## src/rtl/up_pkg.sv

```systemverilog
// Shared types for the up_stack_core accumulator processor: opcodes, FSM states
// and the program address width derived from the data width.
package up_pkg;

  localparam int unsigned OPC_W = 4;

  typedef enum logic [OPC_W-1:0] {
    OP_NOP   = 4'h0,
    OP_LIT   = 4'h1,
    OP_IN    = 4'h2,
    OP_OUT   = 4'h3,
    OP_ADDI  = 4'h4,
    OP_SUBI  = 4'h5,
    OP_NANDI = 4'h6,
    OP_CMPI  = 4'h7,
    OP_LD    = 4'h8,
    OP_ST    = 4'h9,
    OP_JC    = 4'hA,
    OP_JZ    = 4'hB,
    OP_JMP   = 4'hC,
    OP_CALL  = 4'hD,
    OP_RET   = 4'hE,
    OP_ADDM  = 4'hF
  } opcode_t;

  typedef enum logic [1:0] {
    ST_FETCH = 2'd0,
    ST_EXEC  = 2'd1,
    ST_WAIT  = 2'd2,
    ST_HALT  = 2'd3
  } state_t;

  // Program/data address is {operand, full second program word}
  function automatic int unsigned addr_w_of(input int unsigned data_w);
    return 2 * data_w + OPC_W;
  endfunction

endpackage

```

## src/rtl/up_ret_stack.sv

```systemverilog
// Return-address LIFO for CALL/RET; pointer counts valid entries, top at ptr-1.
module up_ret_stack #(
  parameter int unsigned DEPTH  = 4,
  parameter int unsigned ADDR_W = 12
) (
  input  logic              clock,
  input  logic              reset,
  input  logic              push,
  input  logic              pop,
  input  logic [ADDR_W-1:0] din,
  output logic [ADDR_W-1:0] dout,
  output logic              full,
  output logic              empty
);

  localparam int unsigned SP_W  = $clog2(DEPTH + 1);
  localparam int unsigned IDX_W = (DEPTH > 1) ? $clog2(DEPTH) : 1;

  logic [ADDR_W-1:0] mem [DEPTH];
  logic [SP_W-1:0]   sp;

  assign full  = (sp == SP_W'(DEPTH));
  assign empty = (sp == '0);
  assign dout  = mem[IDX_W'(sp - SP_W'(1))];

  always_ff @(posedge clock or negedge reset) begin
    if (!reset) begin
      sp <= '0;
    end else if (push && !full) begin
      sp <= sp + SP_W'(1);
    end else if (pop && !empty) begin
      sp <= sp - SP_W'(1);
    end
  end

  // Entry storage needs no reset: it is only read below the pointer
  always_ff @(posedge clock) begin
    if (push && !full) begin
      mem[IDX_W'(sp)] <= din;
    end
  end

endmodule

```

## src/rtl/up_stack_core.sv

```systemverilog
// Fetch/execute accumulator core with external program/data memory and wait states.
// Define UP_STACK_EN to build the CALL/RET return stack; otherwise CALL/RET act as NOPs.
module up_stack_core
  import up_pkg::*;
#(
  parameter int unsigned DATA_W      = 4,
  parameter int unsigned STACK_DEPTH = 4,
  localparam int unsigned INSTR_W    = OPC_W + DATA_W,
  localparam int unsigned ADDR_W     = addr_w_of(DATA_W)
) (
  input  logic               clock,
  input  logic               reset,
  output logic [ADDR_W-1:0]  prog_addr,
  input  logic [INSTR_W-1:0] prog_data,
  output logic [ADDR_W-1:0]  mem_addr,
  output logic [DATA_W-1:0]  mem_wdata,
  input  logic [DATA_W-1:0]  mem_rdata,
  output logic               mem_req,
  output logic               mem_we,
  input  logic               mem_ready,
  input  logic [DATA_W-1:0]  pushbuttons,
  output logic [DATA_W-1:0]  out_port,
  output logic [DATA_W-1:0]  accu,
  output logic               c_flag,
  output logic               z_flag,
  output logic [1:0]         state,
  output logic               stack_err
);

  localparam int unsigned SUM_W = DATA_W + 1;

  state_t            state_q, state_d;
  opcode_t           opc_q;
  logic [DATA_W-1:0] opr_q;
  logic [ADDR_W-1:0] pc_q, pc_inc, target, maddr_q;
  logic              is_mem, is_two, complete, commit, stk_fault;
  logic [DATA_W-1:0] alu_b, nand_res;
  logic              alu_cin;
  logic [SUM_W-1:0]  alu_sum;

  assign prog_addr = pc_q;
  assign state     = state_q;
  assign mem_wdata = accu;
  assign pc_inc    = pc_q + ADDR_W'(1);
  assign target    = {opr_q, prog_data};
  assign is_mem    = opc_q inside {OP_LD, OP_ST, OP_ADDM};
  assign is_two    = opc_q inside {OP_LD, OP_ST, OP_JC, OP_JZ, OP_JMP, OP_CALL, OP_ADDM};
  assign complete  = mem_req ? mem_ready : (state_q == ST_EXEC);
  assign commit    = complete && !stk_fault;
  assign nand_res  = ~(accu & opr_q);

  // Shared adder for ADDI/SUBI/CMPI/ADDM; subtraction as A + ~imm + 1
  always_comb begin
    alu_b   = opr_q;
    alu_cin = 1'b0;
    case (opc_q)
      OP_SUBI, OP_CMPI: begin
        alu_b   = ~opr_q;
        alu_cin = 1'b1;
      end
      OP_ADDM: alu_b = mem_rdata;
      default: ;
    endcase
    alu_sum = {1'b0, accu} + {1'b0, alu_b} + SUM_W'(alu_cin);
  end

`ifdef UP_STACK_EN
  logic              push, pop, stk_full, stk_empty;
  logic [ADDR_W-1:0] stk_dout;

  assign stk_fault = (state_q == ST_EXEC) &&
                     (((opc_q == OP_CALL) && stk_full) || ((opc_q == OP_RET) && stk_empty));
  assign push      = commit && (opc_q == OP_CALL);
  assign pop       = commit && (opc_q == OP_RET);

  up_ret_stack #(
    .DEPTH  (STACK_DEPTH),
    .ADDR_W (ADDR_W)
  ) u_ret_stack (
    .clock (clock),
    .reset (reset),
    .push  (push),
    .pop   (pop),
    .din   (pc_inc),
    .dout  (stk_dout),
    .full  (stk_full),
    .empty (stk_empty)
  );
`else
  logic unused_depth;
  assign unused_depth = ^STACK_DEPTH;
  assign stk_fault    = 1'b0;
`endif

  always_ff @(posedge clock or negedge reset) begin
    if (!reset) begin
      state_q <= ST_FETCH;
    end else begin
      state_q <= state_d;
    end
  end

  always_comb begin
    state_d = state_q;
    case (state_q)
      ST_FETCH: state_d = ST_EXEC;
      ST_EXEC: begin
        if (stk_fault)               state_d = ST_HALT;
        else if (is_mem && !mem_ready) state_d = ST_WAIT;
        else                         state_d = ST_FETCH;
      end
      ST_WAIT: if (mem_ready) state_d = ST_FETCH;
      ST_HALT: state_d = ST_HALT;
      default: state_d = ST_FETCH;
    endcase
  end

  // Data-port outputs: live address in EXEC, captured copy held through WAIT
  always_comb begin
    mem_req  = 1'b0;
    mem_we   = 1'b0;
    mem_addr = target;
    if (state_q == ST_WAIT) begin
      mem_req  = 1'b1;
      mem_we   = (opc_q == OP_ST);
      mem_addr = maddr_q;
    end else if ((state_q == ST_EXEC) && is_mem) begin
      mem_req  = 1'b1;
      mem_we   = (opc_q == OP_ST);
    end
  end

  always_ff @(posedge clock or negedge reset) begin
    if (!reset) begin
      pc_q      <= '0;
      opc_q     <= OP_NOP;
      opr_q     <= '0;
      maddr_q   <= '0;
      accu      <= '0;
      c_flag    <= 1'b0;
      z_flag    <= 1'b0;
      out_port  <= '0;
      stack_err <= 1'b0;
    end else begin
      if (state_q == ST_FETCH) begin
        opc_q <= opcode_t'(prog_data[INSTR_W-1:DATA_W]);
        opr_q <= prog_data[DATA_W-1:0];
        pc_q  <= pc_inc;
      end
      if (state_q == ST_EXEC) maddr_q <= target;
      if (stk_fault) stack_err <= 1'b1;
      if (commit) begin
        if (is_two) pc_q <= pc_inc;
        case (opc_q)
          OP_LIT:  accu <= opr_q;
          OP_IN:   accu <= pushbuttons;
          OP_OUT:  out_port <= accu;
          OP_ADDI, OP_SUBI, OP_ADDM: begin
            accu   <= alu_sum[DATA_W-1:0];
            c_flag <= alu_sum[DATA_W];
            z_flag <= (alu_sum[DATA_W-1:0] == '0);
          end
          OP_CMPI: begin
            c_flag <= alu_sum[DATA_W];
            z_flag <= (alu_sum[DATA_W-1:0] == '0);
          end
          OP_NANDI: begin
            accu   <= nand_res;
            c_flag <= 1'b0;
            z_flag <= (nand_res == '0);
          end
          OP_LD:   accu <= mem_rdata;
          OP_JC:   if (c_flag) pc_q <= target;
          OP_JZ:   if (z_flag) pc_q <= target;
          OP_JMP:  pc_q <= target;
`ifdef UP_STACK_EN
          OP_CALL: pc_q <= target;
          OP_RET:  pc_q <= stk_dout;
`endif
          default: ;
        endcase
      end
    end
  end

endmodule

```

## config.mk

```make
export PLATFORM = sky130hd
export DESIGN_NAME = up_stack_core
export DESIGN_NICKNAME = d
export VERILOG_FILES = /design/src/rtl/up_pkg.sv /design/src/rtl/up_ret_stack.sv /design/src/rtl/up_stack_core.sv
export SDC_FILE = /design/constraint.sdc
export NUM_CORES = 1
export LEC_CHECK = 0
export ABC_CLOCK_PERIOD_IN_PS = 2700
export CORE_ASPECT_RATIO = 1.1
export CORE_MARGIN = 10
export CORE_UTILIZATION = 42
export CTS_CLUSTER_DIAMETER = 40
export DETAILED_ROUTE_END_ITERATION = 7
export DONT_BUFFER_PORTS = 1
export SKIP_CTS_REPAIR_TIMING = 1
export SLEW_MARGIN = 20
export SYNTH_ARGS = -nofsm -noshare
export SYNTH_HDL_FRONTEND = slang
export SYNTH_SLANG_ARGS = --single-unit
```

## constraint.sdc

```tcl
create_clock -name clock -period 2.7 [get_ports clock]
set_clock_uncertainty 0.2 [all_clocks]
set_input_delay 0.54 -clock clock [delete_from_list [all_inputs] [get_ports clock]]
set_output_delay 0.54 -clock clock [all_outputs]
set_load 0.02 [all_outputs]
```

==> results of run 1 <==
==> report_power, final <==
part           internal, W  leakage [nW]  total, W  switching, W
Sequential        0.000977         0.528   0.00141      0.000428
Combinational      0.00121         0.791   0.00281       0.00160
Clock             0.000303        0.0614  0.000552      0.000249
Total              0.00249          1.38   0.00477       0.00228
==> registers in the layout (all words and copies together) (netlist names) <==
| signal | count |
|---|---|
| maddr_q | 12 |
| prog_addr | 12 |
| accu | 4 |
| opc_q | 4 |
| opr_q | 4 |
| out_port | 4 |
| state | 2 |
| c_flag | 1 |
| z_flag | 1 |
==> placed cells by master, fill, tap and decap left out, drive strengths merged, types with 2 or more instances in the layout <==
master | synthesis | final
dfrtp | 44 | 44
mux2 | 34 | 34
nand2 | 30 | 30
buf | 12 | 27
nor2 | 22 | 22
o21ai | 20 | 20
a21oi | 13 | 13
inv | 11 | 11
nand3 | 10 | 10
ha | 9 | 9
a22o | 6 | 6
clkbuf | 9 | 6
o31ai | 5 | 5
a221o | 5 | 5
nor3 | 4 | 4
nor4 | 4 | 4
nand2b | 4 | 4
mux2i | 4 | 4
o211ai | 4 | 4
nor2b | 4 | 4
o21a | 3 | 3
and3 | 3 | 3
or2 | 3 | 3
and2 | 3 | 3
nand4 | 2 | 2
xor2 | 2 | 2
or3 | 2 | 2
xnor2 | 2 | 2
a21o | 2 | 2
a22oi | 2 | 2
a2111oi | 2 | 2
a211o | 2 | 2
o2111ai | 2 | 2
a311oi | 2 | 2
fa | 2 | 2
nor3b | 2 | 2
==> through the flow <==
step             TNS, ns  utilization  worst slack (ns)  hold slack (ns)
2_1_floorplan   -0.00242            -          -0.00242           0.0444
3_3_place_gp           0        0.453            0.0929           0.0467
3_5_place_dp           0        0.453            0.0522           0.0463
4_1_cts          -0.0286        0.471           -0.0283           -0.284
5_1_grt        -0.000547        0.481         -0.000547            0.168
6_report               0        0.481             0.116            0.163
==> kinds of logic (layout without fill, tap and decap cells) <==
| kind of cell | count (synthesis) | in the layout | share of synthesized area |
|---|---|---|---|
| AO/OA/AOI/OAI | 80 | 80 | 0.201 |
| XOR/XNOR | 4 | 4 | 0.0119 |
| adder cells (fa/ha/maj) | 11 | 11 | 0.0517 |
| buffers and inverters | 32 | 47 | 0.0559 |
| flip-flops | 44 | 44 | 0.373 |
| multiplexers | 38 | 38 | 0.143 |
| other | 1 | 1 | 0.00127 |
| AND/OR/NAND/NOR | 98 | 98 | 0.163 |
==> per-layer routing <==
metal / up-vias / part of all wire / global-route usage
met4: 0 / 0.025 / 0.0606
met5: - / 0 / 0
met3: 17 / 0.086 / 0.0555
li1: 1158 / - / -
met1: 1194 / 0.40 / 0.181
met2: 96 / 0.49 / 0.246
==> path summary, 6_finish.rpt <==
check | startpoint | end | slack [ns] | cells past startpoint
worst max-delay path | opc_q[1]$_DFFE_PN0P_ | accu[2]$_DFFE_PN0P_ | 0.12 | 10
worst min-delay path | prog_data[6] | prog_addr[6]$_DFF_PN0_ | 0.16 | 2
worst max register to register | opc_q[1]$_DFFE_PN0P_ | accu[2]$_DFFE_PN0P_ | 0.12 | 10
worst min register to register | maddr_q[2]$_DFFE_PN0P_ | maddr_q[2]$_DFFE_PN0P_ | 0.31 | 1
max in group asynchronous | reset | prog_addr[11]$_DFF_PN0_ | 1.54 | 2
min in group asynchronous | reset | state[1]$_DFFE_PN0P_ | 0.54 | 2
==> area by class of cell <==
class                   count  area [sq um]  share of cell area
repair buffers             28           236              0.0709
flip-flops and latches     44          1100               0.331
well taps                  85           106              0.0319
multi-input cells         232          1730               0.518
clock buffers               6          82.6              0.0248
inverters                  11          41.3              0.0124
clock inverters             2          38.8              0.0116
==> results.sh, run 1 <==
export IMPL_status="complete, no violations"
export IMPL_maxSlewViolCount=0
export IMPL_slew_headroom=0.561
export IMPL_hpwl_um=6130
export IMPL_post_drt_wl_per_cell_um=20.6
export IMPL_hold_violations=0
export IMPL_p_per_area_nw_per_um2=1430
export IMPL_drtIter0Drc=99
export IMPL_ys_seq_elements=44
export IMPL_clk_latency_ns=0.30
export IMPL_avgSynthCellArea_sq_um=9.60
export IMPL_fmax_mhz=387
export IMPL_startpoint_type="flop"
export IMPL_cp_num_buf_inv=0
export IMPL_instances_no_fill=408
export IMPL_path_clk_slew_ns=0.10
export IMPL_vdd_drop_max_uv=628
export IMPL_synth_common_cells="dfrtp_1, mux2_2, nand2_1"
export IMPL_synth_seq_area_share=0.373
export IMPL_drv_cap=0
export IMPL_ys_flop_type="dfrtp_1"
export IMPL_vias_per_cell=6.04
export IMPL_path_delay_family="adder cells"
export IMPL_required_ns=2.67
export IMPL_row_count=32
export IMPL_synth_cells=308
export IMPL_yosysMostFrequentCell="dfrtp_1"
export IMPL_synth_nets=338
export IMPL_cp_max_fo=4
export IMPL_worst_path_largest_cell_delay_ns=0.43
export IMPL_die_y_um=108
export IMPL_synthTopCellsByArea="dfrtp_1, mux2_2, ha_1, nand2_1, o21ai_0"
export IMPL_cts_buffers=5
export IMPL_synth_largest_area_cell="dfrtp_1"
export IMPL_initial_core_util=0.427
export IMPL_min_path_type="in -> reg"
export IMPL_core_area_sq_um=6930
export IMPL_drc_errors=0
export IMPL_leakagePower_nw=1.38
export IMPL_portBuffers=0
export IMPL_setup_viol=0
export IMPL_area_delta_synth_final_pct=12.8
export IMPL_dp_cells=397
export IMPL_globalRouteOverflowTotal=0
export IMPL_gp_congestion=0.859
export IMPL_grt_pass1_vias=2385
export IMPL_yosysTopAreaCellShare=0.373
export IMPL_fin_crit_ns=2.58
export IMPL_antennaDiodeCount=0
export IMPL_finalPower_w=0.00477
export IMPL_crit_path_cell_trace="and2_4 -> a21oi_2 -> nor2_2 -> a21oi_2 -> fa_2 -> fa_2 -> xor2_1 -> nand2b_1 -> a222oi_1 -> o31ai_1"
export IMPL_ioPinCount=62
export IMPL_clock_sinks=44
export IMPL_worstSetupPathType="reg -> reg"
export IMPL_worstPathArrival_ns=2.55
export IMPL_root_buffer="clkbuf_8"
export IMPL_grt_pass1_wl_um=13200
export IMPL_die_w_um=100
export IMPL_worst_slew_pin_transition_ns=0.658
export IMPL_crit_slowest_cell="dfrtp_1"
export IMPL_clockBufferDepth=2
export IMPL_grt_max_degree=45
export IMPL_dr_total_vias=2465
export IMPL_tritoncts="yes"
export IMPL_die_area_sq_um=10800
export IMPL_routed_wirelength_um=8410
export IMPL_min_period_over_period=0.957
export IMPL_antenna_found_initial=0
export IMPL_drive_gt1_frac=0.279
export IMPL_synth_area_sq_um=2960
export IMPL_synth_edff_count=0
export IMPL_fillers=686
export IMPL_fin_area_sq_um=3330
export IMPL_synth_cell_types=60
export IMPL_placed_cell_area_sq_um=3140
export IMPL_ant_nets=0
export IMPL_yosys_warnings=0
export IMPL_track_usage=0.152
export IMPL_async_flop_share=1.00
export IMPL_fin_nets=352
export IMPL_critPathCaptureType="flop"
export IMPL_htree_num_levels=2
export IMPL_first_pass_iters=4
Note: power is estimated with default switching activity, not from simulation.
==> inputs of run 2 (changes only) <==
--- a/config.mk
+++ b/config.mk
@@ -6,10 +6,10 @@
 export NUM_CORES = 1
 export LEC_CHECK = 0
 export ABC_CLOCK_PERIOD_IN_PS = 2700
-export CORE_ASPECT_RATIO = 1.1
 export CORE_MARGIN = 10
 export CORE_UTILIZATION = 42
 export CTS_CLUSTER_DIAMETER = 40
+export CTS_CLUSTER_SIZE = 24
 export DETAILED_ROUTE_END_ITERATION = 7
 export DONT_BUFFER_PORTS = 1
 export SKIP_CTS_REPAIR_TIMING = 1
==> run 2 against run 1 <==
Net effect:
- via count rose by 0.69%
- worst hold slack got worse by 0.0039 ns
- final cell count rose by 2.2%
- critical path type unchanged
- global-route usage fell by 0.27 points
- routed wire length fell by 2.1%
- highest routed layer unchanged
==> results.sh, run 2 (synthesis gave the netlist of run 1 again) <==
export IMPL_power_internal_w=0.00239
export IMPL_drtIter0Drc=181
export IMPL_r2r_slack_ns=0.07
export IMPL_post_drt_wl_per_cell_um=19.7
export IMPL_fillers=676
export IMPL_p_per_area_nw_per_um2=1420
export IMPL_ant_nets=0
export IMPL_fmax_mhz=380
export IMPL_cts_buffers=5
export IMPL_path_clk_slew_ns=0.09
export IMPL_setup_worst_path_end="accu[3]$_DFFE_PN0P_"
export IMPL_tritoncts="yes"
export IMPL_die_area_sq_um=10800
export IMPL_worstSetupPathType="reg -> reg"
export IMPL_r2r_end="accu[3]$_DFFE_PN0P_"
export IMPL_clk_latency_ns=0.31
export IMPL_worst_slew_pin_transition_ns=0.705
export IMPL_drive_gt1_frac=0.268
export IMPL_power_switching_w=0.00229
export IMPL_area_delta_synth_final_pct=11.4
export IMPL_critPathCaptureType="flop"
export IMPL_leakagePower_nw=1.36
export IMPL_die_w_um=104
export IMPL_ioPinCount=62
export IMPL_pwr_share_seq=0.302
export IMPL_hold_violations=0
export IMPL_maxSlewViolCount=0
export IMPL_drv_cap=0
export IMPL_mostFrequentLayoutCell="dfrtp_1"
export IMPL_htree_num_levels=2
export IMPL_grt_pass1_vias=2401
export IMPL_initial_core_util=0.433
export IMPL_portBuffers=0
export IMPL_swShare=0.490
export IMPL_drc_errors=0
export IMPL_seqCellArea_sq_um=1100
export IMPL_critPathLaunch="opc_q[3]$_DFFE_PN0P_"
export IMPL_vias_per_cell=5.95
export IMPL_hold_ws_ns=0.159
export IMPL_core_area_sq_um=6830
export IMPL_first_pass_iters=5
export IMPL_fin_crit_ns=2.63
export IMPL_die_y_um=104
export IMPL_track_usage=0.150
export IMPL_status="complete, no violations"
export IMPL_min_period_over_period=0.976
export IMPL_startpoint_type="flop"
export IMPL_most_common_layout_cells="dfrtp_1, mux2_2, nand2_1"
export IMPL_root_buffer="clkbuf_8"
export IMPL_antennaDiodeCount=0
export IMPL_clockBufferDepth=2
export IMPL_row_count=30
export IMPL_setup_viol=0
export IMPL_multi_input_area_sq_um=1720
export IMPL_antenna_found_initial=0
export IMPL_vdd_drop_max_uv=601
export IMPL_fin_nets=351
export IMPL_finalPower_w=0.00468
export IMPL_globalRouteOverflowTotal=0
export IMPL_fin_util=0.482
export IMPL_grt_pass1_wl_um=13200
export IMPL_routed_wirelength_um=8230
export IMPL_worstPathArrival_ns=2.65
export IMPL_r2r_start="opc_q[3]$_DFFE_PN0P_"
export IMPL_clock_sinks=44
export IMPL_grt_max_degree=45
export IMPL_rsz0062_at_grt="yes"
export IMPL_pwr_share_comb=0.609
export IMPL_hpwl_um=6030
export IMPL_slew_headroom=0.530
export IMPL_r2r_cells=9
export IMPL_p_clk_frac=0.089
export IMPL_gp_congestion=0.865
export IMPL_min_path_type="in -> reg"
export IMPL_dr_total_vias=2482
export IMPL_required_ns=2.71
export IMPL_cp_max_fo=6
[run 2: worst min path at each step]
| stage | start | end | slack, ns | cells after the start |
|---|---|---|---|---|
| 6_report | prog_data[6] | prog_addr[6]$_DFF_PN0_ | 0.16 | 2 |
| 5_1_grt | prog_data[7] | opc_q[3]$_DFFE_PN0P_ | 0.16 | 2 |
| 4_1_cts | reset | prog_addr[5]$_DFF_PN0_ | -0.29 | 0 |
| 3_5_place_dp | reset | maddr_q[5]$_DFFE_PN0P_ | 0.05 | 0 |
| 3_3_place_gp | reset | maddr_q[7]$_DFFE_PN0P_ | 0.05 | 0 |
| 2_1_floorplan | reset | accu[0]$_DFFE_PN0P_ | 0.04 | 0 |
[run 2: power by group through the flow]
| stage | Sequential [W] | Clock (W) | Combinational [W] |
|---|---|---|---|
| 2_1_floorplan | 0.00142 | 0 | 0.00204 |
| 3_3_place_gp | 0.00142 | 0 | 0.00268 |
| 3_5_place_dp | 0.00143 | 0 | 0.00271 |
| 4_1_cts | 0.00141 | 0.000436 | 0.00273 |
| 5_1_grt | 0.00146 | 0.000456 | 0.00314 |
| 6_report | 0.00141 | 0.000416 | 0.00285 |
[run 2: worst max-delay path, cell delays in order, from the launching register on]
cell and delay [ns]:
dfrtp_1 0.44, nor2b_4 0.15, or2_4 0.24, a32o_2 0.23, ha_1 0.27, nor2b_1 0.13, o21ai_1 0.19, a21boi_1 0.11
o311a_1 0.35, o31ai_1 0.23
[run 2: final cells by class]
class,count,area share
Inverter,11,0.0125
Clock inverter,2,0.00380
Timing Repair Buffer,27,0.0684
Tap cell,96,0.0365
Multi-Input combinational cell,232,0.523
Sequential cell,44,0.335
Clock buffer,5,0.0209
[run 2: per-layer routing]
layer | up-vias | part of all wire | global-route usage
li1 | 1156 | - | -
met1 | 1230 | 0.46 | 0.192
met2 | 81 | 0.46 | 0.233
met3 | 15 | 0.065 | 0.0428
met4 | 0 | 0.018 | 0.0547
met5 | - | 0 | 0
[run 2: per-stage QoR]
| stage | setup TNS (ns) | cells | setup slack (ns) | instance area, sq um |
|---|---|---|---|---|
| 2_1_floorplan | -0.00242 | 308 | -0.00242 | 2990 |
| 3_3_place_gp | 0 | 407 | 0.112 | 3140 |
| 3_5_place_dp | 0 | 407 | 0.0677 | 3140 |
| 4_1_cts | -0.0199 | 414 | -0.0199 | 3230 |
| 5_1_grt | -0.0900 | 417 | -0.0489 | 3290 |
| 6_report | 0 | 417 | 0.0656 | 3290 |
==> inputs of run 3 (changes only) <==
--- a/config.mk
+++ b/config.mk
@@ -5,7 +5,7 @@
 export SDC_FILE = /design/constraint.sdc
 export NUM_CORES = 1
 export LEC_CHECK = 0
-export ABC_CLOCK_PERIOD_IN_PS = 2700
+export ABC_CLOCK_PERIOD_IN_PS = 2600
 export CORE_MARGIN = 10
 export CORE_UTILIZATION = 42
 export CTS_CLUSTER_DIAMETER = 40
==> constraint.sdc (replaced) <==
create_clock -name clock -period 2.6 [get_ports clock]
set_clock_uncertainty 0.2 [all_clocks]
set_input_delay 0.52 -clock clock [delete_from_list [all_inputs] [get_ports clock]]
set_output_delay 0.52 -clock clock [all_outputs]
set_load 0.02 [all_outputs]
==> run 3 against run 2 <==
Net effect:
- first-iteration DRC count rose by 28%
- global-route usage shrank 0.37 points
- register-to-register slack got worse by 0.05 ns
- sequential cell count unchanged
- final cell count up 0.96%
- power is 5.8% higher
- die area unchanged
- largest cell class unchanged
- sequential power up 6%
- via count decreased by 1.5%
- clock power rose by 8.9%
- fmax grew 1.9%
- largest power group unchanged
- sequential share of layout area decreased by 0.67 points
==> results.sh, run 3 (synthesis gave the netlist of run 1 again) <==
export IMPL_rsz0062_at_grt="yes"
export IMPL_r2r_slack_ns=0.01
export IMPL_whs_path_depth=2
export IMPL_vias_per_cell=5.81
export IMPL_fin_nets=354
export IMPL_hold_violations=0
export IMPL_instances_no_fill=421
export IMPL_area_delta_synth_final_pct=13.8
export IMPL_cp_max_fo=4
export IMPL_drive_gt1_frac=0.283
export IMPL_ioPinCount=62
export IMPL_tritoncts="yes"
export IMPL_worstPathArrival_ns=2.55
export IMPL_antenna_found_initial=0
export IMPL_antennaDiodeCount=0
export IMPL_hpwl_um=6060
export IMPL_portBuffers=0
export IMPL_die_y_um=104
export IMPL_drv_cap=0
export IMPL_die_w_um=104
export IMPL_crit_slowest_cell="dfrtp_2"
export IMPL_globalRouteOverflowTotal=0
export IMPL_p_per_area_nw_per_um2=1470
export IMPL_slew_headroom=0.537
export IMPL_path_clk_slew_ns=0.09
export IMPL_track_usage=0.146
export IMPL_fillers=666
export IMPL_drc_errors=0
export IMPL_status="complete, no violations"
export IMPL_critPathCaptureType="flop"
export IMPL_first_pass_iters=4
export IMPL_fin_crit_ns=2.59
export IMPL_grt_pass1_vias=2389
export IMPL_most_common_layout_cells="dfrtp_1, mux2_2, nand2_1"
export IMPL_crit_path_cell_trace="and2_4 -> a21oi_1 -> nor2_1 -> a21oi_1 -> fa_2 -> fa_2 -> xor2_2 -> nand2b_1 -> a222oi_1 -> o31ai_1"
export IMPL_worst_slew_pin_transition_ns=0.693
export IMPL_dp_cells=409
export IMPL_mostFrequentLayoutCell="dfrtp_1"
export IMPL_vdd_drop_max_uv=539
export IMPL_required_ns=2.56
export IMPL_gp_congestion=0.911
export IMPL_startpoint_type="flop"
export IMPL_leakagePower_nw=1.38
export IMPL_grt_pass1_wl_um=13000
export IMPL_grt_max_degree=45
export IMPL_htree_num_levels=2
export IMPL_die_area_sq_um=10800
export IMPL_placed_cell_area_sq_um=3190
export IMPL_core_area_sq_um=6830
export IMPL_dr_total_vias=2444
export IMPL_clock_sinks=44
export IMPL_worst_path_largest_cell_delay_ns=0.42
export IMPL_fmax_mhz=387
export IMPL_clockBufferDepth=2
export IMPL_clk_latency_ns=0.30
export IMPL_drtIter0Drc=231
export IMPL_fin_tns_setup_ns=0
export IMPL_initial_core_util=0.433
export IMPL_min_period_over_period=0.995
export IMPL_maxSlewViolCount=0
export IMPL_fin_util=0.492
export IMPL_setup_viol=0
export IMPL_worstSetupPathType="reg -> reg"
export IMPL_routed_wirelength_um=8100
export IMPL_cts_buffers=5
export IMPL_post_drt_wl_per_cell_um=19.2
export IMPL_min_path_type="in -> reg"
export IMPL_r2r_cells=10
export IMPL_row_count=30
export IMPL_ant_nets=0
export IMPL_root_buffer="clkbuf_8"
export IMPL_fin_area_sq_um=3360
[run 3: worst max-delay path: cells and delay by family, from the launching register on]
family          cells  cell delay [ns]
fa+ha+maj           2             0.74
compound gates      4             0.56
flops               1             0.42
simple gates        3             0.34
xor+xnor            1             0.18
[run 3: where the power goes]
group          internal (W)  total, W  switching [W]
Clock              0.000191  0.000453       0.000262
Combinational       0.00134   0.00301        0.00167
Sequential          0.00102   0.00149       0.000470
Total               0.00254   0.00495        0.00241
[run 3: final timing paths]
kind,start,to
worst max-delay path,opc_q[1]$_DFFE_PN0P_,accu[2]$_DFFE_PN0P_
worst min-delay path,prog_data[6],prog_addr[6]$_DFF_PN0_
worst max register to register,opc_q[1]$_DFFE_PN0P_,accu[2]$_DFFE_PN0P_
worst min register to register,maddr_q[3]$_DFFE_PN0P_,maddr_q[3]$_DFFE_PN0P_
max in group asynchronous,reset,opc_q[3]$_DFFE_PN0P_
min in group asynchronous,reset,maddr_q[6]$_DFFE_PN0P_
[run 3: area by class of cell]
cell class	instances	area [sq um]	share of cell area
well taps	96	120	0.0357
repair buffers	30	273	0.0811
clock buffers	5	68.8	0.0205
flip-flops and latches	44	1100	0.328
inverters	11	41.3	0.0123
multi-input cells	232	1740	0.516
clock inverters	3	21.3	0.00632
[run 3: per-stage QoR]
stage	power (W)	hold WS, ns	setup slack (ns)
after floorplan	0.00361	0.0244	-0.0759
after global placement	0.00432	0.0262	0.0182
after detailed placement	0.00437	0.0260	-0.0602
after CTS	0.00484	-0.310	-0.0898
after global routing	0.00535	0.129	-0.130
final	0.00495	0.137	0.0138
[run 3: metal layers]
| metal | GRT usage | up-vias | routed length (um) |
|---|---|---|---|
| li1 | - | 1158 | - |
| met1 | 0.186 | 1190 | 3510 |
| met2 | 0.235 | 86 | 3850 |
| met3 | 0.0440 | 10 | 631 |
| met4 | 0.0358 | 0 | 105 |
| met5 | 0 | - | 0 |
